===== src/rtl/pulse_pacer_if.sv =====
// Request/flush inputs and paced-pulse status outputs of pulse_pacer.
// master = the logic producing events, slave = the pacer.
interface pulse_pacer_if #(
    parameter int CNT_W = 4
);
    logic             req;
    logic             flush;
    logic             clr_ovf;
    logic             pulse_out;
    logic [CNT_W-1:0] pending;
    logic             overflow;

    modport master (
        output req,
        output flush,
        output clr_ovf,
        input  pulse_out,
        input  pending,
        input  overflow
    );

    modport slave (
        input  req,
        input  flush,
        input  clr_ovf,
        output pulse_out,
        output pending,
        output overflow
    );
endinterface


===== src/rtl/pulse_pacer.sv =====
// Counts event requests and re-issues them as single-cycle pulses spaced at least
// SPACING cycles apart, ahead of a single-pulse clock-domain synchronizer.
//
//  state   | meaning
//  --------+---------------------------------------------------------------
//  ST_IDLE | free to issue; a pulse is issued whenever pending is non-zero
//  ST_GAP  | enforcing spacing after an issue; gap counter runs down to 1
module pulse_pacer #(
    parameter int SPACING = 4,
    parameter int CNT_W   = 4,
    parameter int EDGE    = 1
) (
    input  logic         clk,
    input  logic         rst_n,
    pulse_pacer_if.slave bus
);
    localparam int               GAP_W    = (SPACING > 2) ? $clog2(SPACING) : 1;
    localparam logic [GAP_W-1:0] GAP_LOAD = GAP_W'(SPACING - 1);
    localparam logic [GAP_W-1:0] GAP_LAST = GAP_W'(1);
    localparam logic [CNT_W-1:0] PEND_MAX = {CNT_W{1'b1}};

    localparam logic [0:0] ST_IDLE = 1'b0;
    localparam logic [0:0] ST_GAP  = 1'b1;

    logic [0:0]       r_state;
    logic [GAP_W-1:0] r_gap_cnt;
    logic             r_req_d;
    logic             r_pulse;
    logic [CNT_W-1:0] r_pending;
    logic             r_overflow;

    logic w_ev;
    logic w_issue;
    logic w_inc;
    logic w_dec;
    logic w_sat;
    logic w_drop;

    // r_req_d resets high so a req already asserted at reset release is not an edge
    assign w_ev    = (EDGE != 0) ? (bus.req & ~r_req_d) : bus.req;
    assign w_issue = (r_state == ST_IDLE) && (r_pending != '0);
    assign w_inc   = w_ev & ~w_issue;
    assign w_dec   = w_issue & ~w_ev;
    assign w_sat   = (r_pending == PEND_MAX);
    assign w_drop  = w_inc & w_sat & ~bus.flush;

    always_ff @(posedge clk or negedge rst_n) begin
        if (!rst_n) begin
            r_req_d <= 1'b1;
        end else begin
            r_req_d <= bus.req;
        end
    end

    always_ff @(posedge clk or negedge rst_n) begin
        if (!rst_n) begin
            r_state   <= ST_IDLE;
            r_gap_cnt <= '0;
        end else begin
            case (r_state)
                ST_IDLE: begin
                    if (w_issue) begin
                        r_state   <= ST_GAP;
                        r_gap_cnt <= GAP_LOAD;
                    end
                end
                ST_GAP: begin
                    r_gap_cnt <= r_gap_cnt - GAP_LAST;
                    if (r_gap_cnt == GAP_LAST) begin
                        r_state <= ST_IDLE;
                    end
                end
                default: begin
                    r_state   <= ST_IDLE;
                    r_gap_cnt <= '0;
                end
            endcase
        end
    end

    always_ff @(posedge clk or negedge rst_n) begin
        if (!rst_n) begin
            r_pulse <= 1'b0;
        end else begin
            r_pulse <= w_issue;
        end
    end

    // flush wins over a same-cycle event; the running gap is left to finish
    always_ff @(posedge clk or negedge rst_n) begin
        if (!rst_n) begin
            r_pending <= '0;
        end else if (bus.flush) begin
            r_pending <= '0;
        end else if (w_inc && !w_sat) begin
            r_pending <= r_pending + 1'b1;
        end else if (w_dec) begin
            r_pending <= r_pending - 1'b1;
        end
    end

    always_ff @(posedge clk or negedge rst_n) begin
        if (!rst_n) begin
            r_overflow <= 1'b0;
        end else if (w_drop) begin
            r_overflow <= 1'b1;
        end else if (bus.clr_ovf) begin
            r_overflow <= 1'b0;
        end
    end

    assign bus.pulse_out = r_pulse;
    assign bus.pending   = r_pending;
    assign bus.overflow  = r_overflow;

    a_no_consecutive_pulse: assert property (
        @(posedge clk) disable iff (!rst_n) r_pulse |=> !r_pulse
    );

endmodule


===== src/flat_wrapper.sv =====
// flat-port wrapper written by rule: the top's interface ports become plain ports
module pulse_pacer_flat 
#(
    parameter int SPACING = 4,
    parameter int CNT_W   = 4,
    parameter int EDGE    = 1
)
  (clk, rst_n, bus_req, bus_flush, bus_clr_ovf, bus_pulse_out, bus_pending, bus_overflow);
  pulse_pacer_if #(.CNT_W(CNT_W)) bus_i ();
  input  logic clk;
  input  logic rst_n;
  input wire logic [$bits(bus_i.req)-1:0] bus_req;
  input wire logic [$bits(bus_i.flush)-1:0] bus_flush;
  input wire logic [$bits(bus_i.clr_ovf)-1:0] bus_clr_ovf;
  output wire logic [$bits(bus_i.pulse_out)-1:0] bus_pulse_out;
  output wire logic [$bits(bus_i.pending)-1:0] bus_pending;
  output wire logic [$bits(bus_i.overflow)-1:0] bus_overflow;
  assign bus_i.req = bus_req;
  assign bus_i.flush = bus_flush;
  assign bus_i.clr_ovf = bus_clr_ovf;
  assign bus_pulse_out = bus_i.pulse_out;
  assign bus_pending = bus_i.pending;
  assign bus_overflow = bus_i.overflow;
  pulse_pacer #(.SPACING(SPACING), .CNT_W(CNT_W), .EDGE(EDGE)) u_core (.clk(clk), .rst_n(rst_n), .bus(bus_i));
endmodule

===== config.mk =====
export PLATFORM = sky130hd
export DESIGN_NAME = pulse_pacer_flat
export DESIGN_NICKNAME = d
export VERILOG_FILES = /design/src/rtl/pulse_pacer_if.sv /design/src/rtl/pulse_pacer.sv /design/src/flat_wrapper.sv
export SDC_FILE = /design/constraint.sdc
export NUM_CORES = 1
export LEC_CHECK = 0
export CORE_AREA = 2 2 39 41
export DETAILED_ROUTE_END_ITERATION = 16
export DIE_AREA = 0 0 41 43
export PLACE_DENSITY = 0.79
export SLEW_MARGIN = 20
export SYNTH_ARGS = -nofsm -noshare
export SYNTH_HDL_FRONTEND = slang
export SYNTH_SLANG_ARGS = --single-unit

===== constraint.sdc =====
create_clock -name clk -period 3.6 [get_ports clk]
set_input_delay 0.36 -clock clk [delete_from_list [all_inputs] [get_ports clk]]
set_output_delay 0.36 -clock clk [all_outputs]
set_load 0.03 [all_outputs]

==> impl_metrics.prom <==
# TYPE chip_impl_metric gauge
chip_impl_metric{name="antenna-diode-count",unit=""} 0
chip_impl_metric{name="finalWorstPathRequiredPeriod",unit="ns"} 2.51
chip_impl_info{name="synth_largest_area_cell",value="dfrtp_1"} 1
chip_impl_metric{name="cts.sinks",unit=""} 10
chip_impl_info{name="rsz0062_at_grt",value="false"} 1
chip_impl_metric{name="report.power.total",unit="W"} 0.000630
chip_impl_metric{name="syn-cell-area",unit="um^2"} 586
chip_impl_metric{name="ir_drop",unit="uV"} 432
chip_impl_metric{name="routedWlPerCell",unit="um"} 13.1
chip_impl_metric{name="fin_hold_ws",unit="ns"} 0.412
chip_impl_info{name="critPathLaunchType",value="flop"} 1
chip_impl_metric{name="fp.dieArea",unit="um^2"} 1760
chip_impl_metric{name="placement.io_buffers",unit=""} 10
chip_impl_metric{name="die_height",unit="um"} 43
chip_impl_metric{name="globalRouteOverflowTotal",unit=""} 0
chip_impl_metric{name="drt_iter0_markers",unit=""} 0
chip_impl_metric{name="worstPathArrival",unit="ns"} 2.66
chip_impl_info{name="min_path_type",value="in2async"} 1
chip_impl_metric{name="finalNonFillerCells",unit=""} 85
chip_impl_metric{name="die_x",unit="um"} 41
chip_impl_metric{name="final.period_utilization",unit=""} 0.697
chip_impl_info{name="run_status",value="finished, final reports clean"} 1
chip_impl_metric{name="drtAntennaViolNets",unit=""} 0
chip_impl_info{name="clock_tree_from_tritoncts",value="yes"} 1
chip_impl_metric{name="drt_drc",unit=""} 0
chip_impl_metric{name="fin_skew",unit="ns"} 0.00336
chip_impl_info{name="reg2reg_launch_point",value="u_core.bus.pending[0]"} 1
chip_impl_info{name="startpoint_of_the_worst_setup_timing_path",value="u_core.bus.pending[0]"} 1
chip_impl_metric{name="pwr_density_cell",unit="nW/um^2"} 863
chip_impl_metric{name="start_util",unit=""} 0.423
chip_impl_metric{name="syn-num-nets",unit=""} 65
chip_impl_metric{name="grt_use_total",unit=""} 0.157
chip_impl_metric{name="finish.net_count",unit=""} 79
chip_impl_metric{name="finalWeightedCongestion",unit=""} 0.789
chip_impl_metric{name="number_of_storage_elements_in_the_synthesis_netlist",unit=""} 10
chip_impl_metric{name="worst_slew_margin_rel",unit=""} 0.692
chip_impl_metric{name="post_route_cells_drive_above_1_share",unit=""} 0.145
chip_impl_metric{name="worstMarginPinSlew",unit="ns"} 0.460
chip_impl_metric{name="clock.fmax",unit="GHz"} 0.399
chip_impl_metric{name="yosysTopAreaCellShare",unit=""} 0.385
chip_impl_metric{name="seq_area_frac_synth",unit=""} 0.429
chip_impl_metric{name="clkLatencyLatePin",unit="ns"} 0.26
chip_impl_metric{name="cap_viol_max_count",unit=""} 0
chip_impl_metric{name="row_count",unit=""} 14
chip_impl_metric{name="detailed_route_via_count",unit=""} 474
chip_impl_metric{name="syn_inst",unit=""} 56
chip_impl_metric{name="synth.distinct_cells",unit=""} 30
chip_impl_metric{name="cts_hold_buffers",unit=""} 0
chip_impl_info{name="critical_path.endpoint_type",value="flop"} 1
chip_impl_metric{name="area_growth_syn_to_layout",unit="%"} 24.8
chip_impl_metric{name="routed_via_density",unit=""} 5.58
chip_impl_metric{name="total_wirelength",unit="um"} 1110
chip_impl_metric{name="leakagePower",unit="nW"} 0.299
chip_impl_metric{name="r2r_setup_slack",unit="ns"} 1.09
chip_impl_metric{name="ys_warn_count",unit=""} 0
chip_impl_metric{name="design.portCount",unit=""} 11
chip_impl_metric{name="worst-endpoint-required",unit="ns"} 3.75
chip_impl_metric{name="setup-violations-final",unit=""} 0
chip_impl_metric{name="worst-path-max-fanout",unit=""} 8
chip_impl_metric{name="n_fill_cell",unit=""} 145
chip_impl_metric{name="grt_max_degree",unit=""} 11
chip_impl_info{name="cts_root_buf",value="clkbuf_4"} 1
chip_impl_metric{name="cts.reportedPaths.clkPinSlew",unit="ns"} 0.07
chip_impl_metric{name="place.detailed.instances",unit=""} 81
chip_impl_metric{name="final.setup.tns",unit="ns"} 0
chip_impl_metric{name="buffers_from_clock_root_to_sink_at_most",unit=""} 2
chip_impl_metric{name="post-dp-hpwl",unit="um"} 844
chip_impl_metric{name="antenna_found_initial",unit=""} 0
chip_impl_metric{name="synth_async_sr_flop_share",unit=""} 1.00
chip_impl_metric{name="post_cts_resize_count",unit=""} 0
chip_impl_metric{name="tritoncts.num_buffers",unit=""} 3
chip_impl_info{name="critical_path_class",value="reg2reg"} 1
chip_impl_metric{name="cts-htree-levels",unit=""} 1
chip_impl_metric{name="final-hold-violation-count",unit=""} 0
chip_impl_metric{name="slew_violations",unit=""} 0
chip_impl_metric{name="grt_pass1_vias",unit=""} 404
chip_impl_info{name="synth_flop_cell",value="dfrtp_1"} 1
chip_impl_metric{name="postSynthAreaPerCell",unit="um^2"} 10.5
chip_impl_metric{name="number_of_synthesized_flops_with_an_enable_pin",unit=""} 0
chip_impl_metric{name="cts.repair_timing.setup_buffer_count",unit=""} 0
chip_impl_metric{name="finish.utilization",unit=""} 0.528
chip_impl_info{name="ys_top_cells_by_area",value="dfrtp_1, ha_1, a21oi_1, dfstp_2, nor2_1"} 1
chip_impl_metric{name="placeableCoreArea",unit="um^2"} 1380
chip_impl_metric{name="drt-pass1-iter-count",unit=""} 1
chip_impl_metric{name="grt_first_pass_wirelength",unit="um"} 1870
## synthesized netlist by cell type, types with 2 or more instances
master and count:
nand2b_1 2, nor3_1 2, inv_1 4, dfrtp_1 9, a21oi_1 6, o21ai_0 2
ha_1 3, nor2_1 6
## cell usage in the layout (no fill, tap or decap), types with 2 or more instances in the layout
cell type and count:
a21oi_1 6, clkbuf_4 3, clkdlybuf4s50_1 10, dfrtp_1 9, ha_1 3, inv_1 4, nand2b_1 2, nor2_1 6
nor3_1 2, o21ai_0 2
## routing by layer
| layer | wire length [um] | vias to the layer above | global-route usage |
|---|---|---|---|
| met5 | 0 | - | 0 |
| met4 | 0 | 0 | 0.0800 |
| met3 | 60 | 0 | 0.0471 |
| met2 | 520 | 10 | 0.194 |
| met1 | 531 | 236 | 0.239 |
| li1 | - | 228 | - |
## cells by family (layout without fill, tap and decap cells)
group	Yosys count	after routing	synth area share
flops	10	10	0.430
fa+ha+maj	4	4	0.0983
mux	2	2	0.0363
buf+inv	6	19	0.0513
compound gates	12	12	0.132
xor+xnor	1	1	0.0150
simple gates	21	21	0.237
## flip-flops by register name, indices dropped and copies added (netlist names)
name,flops
u_core.bus.pending,4
u_core.r_gap_cnt,2
u_core.bus.overflow,1
u_core.bus.pulse_out,1
u_core.r_req_d,1
u_core.r_state,1
## per-stage QoR
stage | cell area, um^2 | setup WS [ns]
floorplan | 586 | 1.21
CTS | 731 | 1.08
detailed placement | 694 | 0.976
global route | 731 | 0.882
global placement | 694 | 1.09
finish | 731 | 1.09
## critical path, stage by stage, from the launching register on
cell	delay, ns
dfrtp_1	0.49
nor4_4	0.43
o211ai_2	0.18
ha_1	0.35
a21oi_1	0.25
nand2_1	0.10
or4b_1	0.49
o311ai_0	0.10
## report_power, final
group	internal, W	total (W)	switching (W)	leakage [nW]
combinational	0.000146	0.000314	0.000168	0.154
clock	0.0000614	0.000100	0.0000391	0.0210
sequential	0.000153	0.000216	0.0000630	0.124
## area by class of cell
type / count / area, um^2 / area share
tap: 16 / 20.0 / 0.0274
inverter: 5 / 18.8 / 0.0257
clock buffer: 4 / 36.3 / 0.0497
multi-input combinational: 40 / 304 / 0.416
timing repair buffer: 10 / 100 / 0.137
sequential: 10 / 251 / 0.344
## path summary, 6_finish.rpt
kind                                          to  depth (start not counted)
max in group asynchronous         u_core.r_req_d                          1
min in group clk             u_core.r_gap_cnt[0]                          1
setup / recovery           u_core.bus.pending[3]                          7
hold / removal               u_core.bus.overflow                          1
hold reg to reg              u_core.r_gap_cnt[0]                          1
setup reg to reg           u_core.bus.pending[3]                          7
Note: power is estimated with default switching activity, not from simulation.
